===== src/rtl/loader_pkg.sv =====
// Shared types for the instruction-memory loader: FSM state encoding and default capacity.
package loader_pkg;

  typedef enum logic [2:0] {
    IDLE    = 3'd0,
    LEN_HI  = 3'd1,
    LEN_LO  = 3'd2,
    DATA_HI = 3'd3,
    DATA_LO = 3'd4,
    CSUM    = 3'd5,
    DONE    = 3'd6,
    ERR     = 3'd7
  } state_t;

  localparam int DEPTH_DEF = 1024;

endpackage


===== src/rtl/imem_loader.sv =====
// Byte-stream program loader: assembles big-endian words into imem and holds the CPU until done.
// Optional trailing XOR checksum byte is enabled by defining LOADER_CSUM_EN.
module imem_loader
  import loader_pkg::*;
#(
  parameter int DEPTH = DEPTH_DEF,
  parameter int AW    = 16
) (
  input  logic          clk,
  input  logic          rst,
  input  logic          start,
  input  logic          in_valid,
  input  logic [7:0]    in_byte,
  output logic          in_ready,
  output logic          imem_we,
  output logic [AW-1:0] imem_waddr,
  output logic [15:0]   imem_wdata,
  output logic          cpu_hold,
  output logic          done,
  output logic          err
);

  localparam logic [16:0] DEPTH_W = 17'(DEPTH);

  state_t        state, state_nxt;
  logic [AW:0]   cnt;
  logic [AW:0]   cnt_inc;
  logic [7:0]    len_hi;
  logic [15:0]   len;
  logic [7:0]    hi_byte;
  logic [15:0]   n_word;
  logic          xfer;
  logic          start_ok;
  logic          last_word;
`ifdef LOADER_CSUM_EN
  logic [7:0]    csum;
`endif

  assign in_ready  = (state == LEN_HI) || (state == LEN_LO) || (state == DATA_HI) ||
                     (state == DATA_LO) || (state == CSUM);
  assign xfer      = in_valid && in_ready;
  assign start_ok  = start && ((state == IDLE) || (state == DONE) || (state == ERR));
  assign n_word    = {len_hi, in_byte};
  assign cnt_inc   = cnt + {{AW{1'b0}}, 1'b1};
  assign last_word = (cnt_inc == {{(AW+1-16){1'b0}}, len});

  assign cpu_hold  = (state != DONE);
  assign done      = (state == DONE);
  assign err       = (state == ERR);

  always_comb begin
    state_nxt = state;
    case (state)
      IDLE, DONE, ERR: if (start_ok) state_nxt = LEN_HI;
      LEN_HI:          if (xfer) state_nxt = LEN_LO;
      LEN_LO: begin
        if (xfer) begin
          if (n_word == 16'd0) begin
`ifdef LOADER_CSUM_EN
            state_nxt = CSUM;
`else
            state_nxt = DONE;
`endif
          end else if ({1'b0, n_word} > DEPTH_W) begin
            state_nxt = ERR;
          end else begin
            state_nxt = DATA_HI;
          end
        end
      end
      DATA_HI:         if (xfer) state_nxt = DATA_LO;
      DATA_LO: begin
        if (xfer) begin
          if (last_word) begin
`ifdef LOADER_CSUM_EN
            state_nxt = CSUM;
`else
            state_nxt = DONE;
`endif
          end else begin
            state_nxt = DATA_HI;
          end
        end
      end
`ifdef LOADER_CSUM_EN
      CSUM:            if (xfer) state_nxt = (in_byte == csum) ? DONE : ERR;
`endif
      default:         state_nxt = IDLE;
    endcase
  end

  // Control state and the registered imem write port
  always_ff @(posedge clk or negedge rst) begin
    if (!rst) begin
      state      <= IDLE;
      cnt        <= '0;
      imem_we    <= 1'b0;
      imem_waddr <= '0;
      imem_wdata <= '0;
    end else begin
      state   <= state_nxt;
      imem_we <= 1'b0;
      if (start_ok) cnt <= '0;
      if ((state == DATA_LO) && xfer) begin
        imem_we    <= 1'b1;
        imem_waddr <= cnt[AW-1:0];
        imem_wdata <= {hi_byte, in_byte};
        cnt        <= cnt_inc;
      end
    end
  end

  // Stream capture registers; every use is preceded by a fresh write in the same load
  always_ff @(posedge clk) begin
    if ((state == LEN_HI) && xfer) len_hi <= in_byte;
    if ((state == LEN_LO) && xfer) len <= n_word;
    if ((state == DATA_HI) && xfer) hi_byte <= in_byte;
`ifdef LOADER_CSUM_EN
    if (start_ok) csum <= 8'h00;
    else if (((state == DATA_HI) || (state == DATA_LO)) && xfer) csum <= csum ^ in_byte;
`endif
  end

endmodule


===== config.mk =====
export PLATFORM = sky130hd
export DESIGN_NAME = imem_loader
export DESIGN_NICKNAME = d
export VERILOG_FILES = /design/src/rtl/loader_pkg.sv /design/src/rtl/imem_loader.sv
export SDC_FILE = /design/constraint.sdc
export NUM_CORES = 1
export LEC_CHECK = 0
export CAP_MARGIN = 20
export CORE_MARGIN = 8
export CORE_UTILIZATION = 39
export CTS_CLUSTER_DIAMETER = 100
export DETAILED_ROUTE_END_ITERATION = 10
export GPL_TIMING_DRIVEN = 0
export SKIP_CTS_REPAIR_TIMING = 1
export SLEW_MARGIN = 20
export SYNTH_ARGS = -nofsm -noshare
export SYNTH_HDL_FRONTEND = slang
export SYNTH_SLANG_ARGS = --single-unit

===== constraint.sdc =====
create_clock -name clk -period 2.66 [get_ports clk]
set_input_delay 0.665 -clock clk [delete_from_list [all_inputs] [get_ports clk]]
set_output_delay 0.665 -clock clk [all_outputs]
set_load 0.01 [all_outputs]

==> results.py, run 1 <==
metrics = {
    "run_status": {
        "status": "finished clean",
    },
    "min_path": {
        "hold_path.class": "input pin to asynchronous set/reset pin",
    },
    "clock_network": {
        "tritoncts": "built",
        "cts_buffers": 9,
        "cts.sinks": 85,
        "clkLatencyLatePin_ns": 0.36,
        "cts.clk_slew.worst_paths_ns": 0.10,
        "h-tree-depth": 3,
        "clockRootBuffer": "clkbuf_8",
        "clock_path_buffers": 2,
    },
    "detailed_routing": {
        "post-route-drc-count": 0,
        "wl_um": 9190,
        "avgViaCountPerCell": 5.09,
        "drtIter0Drc": 133,
        "avgRoutedWirePerCell_um": 15.6,
        "vias": 2995,
        "drtAntennaViolNets": 0,
        "drtPass1Iterations": 4,
    },
    "cells_and_area": {
        "layout.nets": 463,
        "fill_cells": 953,
        "drive_above_1_share_pct": 8.13,
        "antennaDiodeCount": 0,
        "utilization_pct": 49.0,
        "syn_to_final_growth_pct": 22.6,
        "layoutNonFillerInstCount": 588,
    },
    "synthesis": {
        "async_reset_ff_share_pct": 62.4,
        "synth_edf_count": 32,
        "syn_inst": 393,
        "ys_seq_elements": 85,
        "synth_area_um2": 3890,
        "synth_top_cell_area_share_pct": 34.1,
        "syn_avg_cell_area_um2": 9.90,
        "yosysWarnings": 0,
        "ys_seq_area_share_pct": 58.8,
        "syn_nets": 406,
        "synth_cell_types": 44,
        "ys.flop_type": "dfrtp_1",
        "synth.top_cells.by_area": "dfrtp_1 (34%), edfxtp_1 (25%), nand2_1 (11%), o21ai_0 (3.9%), xnor2_1 (3.8%)",
        "synth_largest_area_cell": "dfrtp_1",
    },
    "timing": {
        "fin_setup_tns_ns": 0,
        "final-max-slew-violation-count": 0,
        "whs_ns": 0.346,
        "slew_headroom_pct": 51.7,
        "fin_crit_ns": 2.52,
        "worstMarginPinSlew_ns": 0.724,
        "rsz0062_at_grt": "no",
        "fin_worst_skew_ns": 0.00847,
        "setup_viol": 0,
        "period_share_pct": 94.7,
        "hold_viol": 0,
        "fmax_ghz": 0.397,
    },
    "critical_path": {
        "cpPeakStageDelay_ns": 0.52,
        "crit_buf_inv": 3,
        "critPathTopFamily": "buffers and inverters",
        "startpoint_type": "flip-flop",
        "crit_fanout": 10,
        "worstSetupPathType": "flip-flop to primary output",
        "cp_data_required_time_ns": 2.00,
        "worst_setup_path_end_kind": "primary output",
        "crit_chain": "clkbuf_1 > or2_2 > inv_1 > clkdlybuf4s50_1",
        "critPathArrivalTime_ns": 1.85,
        "slowest_stage": "clkdlybuf4s50_1",
    },
    "place": {
        "port-buffer-count": 48,
        "dp_cells": 574,
        "gp_routability_congestion": 0.845,
        "hpwl_um": 6480,
    },
    "die": {
        "die-area_um2": 13400,
        "start_util_pct": 40.0,
        "fp.dieH_um": 116,
        "die_w_um": 116,
        "std_cell_rows": 36,
        "io_pins": 49,
        "core_area_um2": 9730,
    },
    "grt": {
        "grt_first_pass_wirelength_um": 14900,
        "grt_max_degree": 54,
        "track_usage_pct": 14.3,
        "grt_pass1_vias": 2997,
        "antenna_found_initial": 0,
        "gr-total-overflow": 0,
    },
    "run": {
        "drv_cap": 0,
    },
    "power": {
        "power_density_nw_per_um2": 785,
        "ir_drop_mv": 0.419,
        "leakagePower_nw": 1.99,
    },
}
per-layer routing:
layer	wire length (um)	part of all wire, %	GRT usage [%]
met1	4180	46	17.6
met2	4280	47	23.5
met3	651	7.1	3.80
met4	78	0.85	5.19
met5	0	0	0
sequential cells by signal, indices dropped and copies added, names as in the netlist:
signal	cells
cnt	17
hi_byte	8
imem_waddr	16
imem_wdata	16
imem_we	1
len	16
len_hi	8
state	3
final timing paths:
kind / to / cells past startpoint / slack, ns / start
min: imem_waddr[15] / 1 / 0.35 / rst
max in group asynchronous: cnt[0] / 1 / 1.82 / rst
min reg2reg: len[11] / 0 / 0.45 / len_hi[3]
max: done / 4 / 0.14 / state[0]
min in group clk: len[11] / 0 / 0.45 / len_hi[3]
max reg2reg: state[2] / 9 / 0.18 / cnt[0]
synth_stat cells (2+ instances only):
cell and number:
nor3_1 4, buf_6 3, xor2_1 5, a21oi_1 11, nor2b_1 3, and4_1 5
or2_2 3, edfxtp_1 32, dfrtp_1 53, nand2_1 115, inv_1 4, mux2i_1 2
xnor2_1 17, nand3b_1 2, nand2b_1 2, and3_1 8, o22ai_1 2, a31oi_1 4
nor2_1 23, nand4_1 3, buf_2 3, o31ai_1 7, nand3_1 10, clkbuf_1 20
nor4_1 4, o21ai_0 30
cells in the final DEF (no fill, tap or decap), types with 2 or more instances in the layout:
| cell type | instances |
|---|---|
| a21oi_1 | 10 |
| o31ai_1 | 7 |
| clkbuf_2 | 2 |
| nor2_1 | 22 |
| inv_1 | 4 |
| nand3_1 | 10 |
| edfxtp_1 | 32 |
| nand3b_1 | 2 |
| o21ai_0 | 29 |
| xnor2_1 | 17 |
| mux2i_1 | 2 |
| clkbuf_8 | 9 |
| nor2b_1 | 3 |
| buf_2 | 3 |
| o22ai_1 | 2 |
| and4_1 | 5 |
| inv_6 | 3 |
| buf_6 | 3 |
| nand2_1 | 115 |
| or2_2 | 3 |
| xor2_1 | 5 |
| clkbuf_1 | 16 |
| nand2b_1 | 2 |
| clkdlybuf4s50_1 | 47 |
| nor4_1 | 4 |
| nor3_1 | 3 |
| nand4_1 | 3 |
| inv_8 | 2 |
| and3_1 | 8 |
| a31oi_1 | 4 |
| dfrtp_1 | 52 |
logic make-up (layout without fill, tap and decap cells):
kind of cell             Yosys count  in the layout  synth area share (%)
AND/OR/NAND/NOR                  190            190                  22.3
flip-flops                        85             85                  58.8
AO/OA/AOI/OAI                     62             62                  9.42
buffers and inverters             31             93                  3.67
XOR/XNOR                          22             22                  4.95
multiplexers                       2              2                 0.514
adder cells (fa/ha/maj)            1              1                 0.321
power breakdown:
group / internal (mW) / switching (mW) / leakage, nW
Sequential: 1.62 / 0.140 / 1.00
Clock: 0.373 / 0.554 / 0.101
Combinational: 0.475 / 0.584 / 0.890
Total: 2.47 / 1.28 / 1.99
metrics by stage:
stage          total power, mW  instance area [um^2]  setup WS, ns
2_1_floorplan             2.30                  3890         0.492
3_3_place_gp              2.80                  4540         -1.12
4_1_cts                   3.76                  4740        -0.763
3_5_place_dp              2.82                  4540         -1.14
5_1_grt                   3.97                  4770       0.00335
6_report                  3.75                  4770         0.140
area by class of cell:
cell class / count / area, um^2 / area share (%)
Timing Repair Buffer: 48 / 478 / 10.0
Multi-Input combinational cell: 277 / 1500 / 31.4
Sequential cell: 85 / 2290 / 48.0
Buffer: 24 / 119 / 2.49
Clock inverter: 7 / 73.8 / 1.55
Inverter: 5 / 22.5 / 0.472
Tap cell: 133 / 166 / 3.49
Clock buffer: 9 / 124 / 2.60
(Power assumes the default switching activity.)
==> run 2, diff against run 1 <==
- CTS_CLUSTER_SIZE: not set -> 24
==> results of run 2 <==
Same layout as run 1: the final DEF is identical, and so are final timing and power.
==> run 3, diff against run 2 <==
- ABC_CLOCK_PERIOD_IN_PS: not set -> 2660
==> results of run 3 <==
Same layout as run 1: the final DEF is identical, and so are final timing and power.
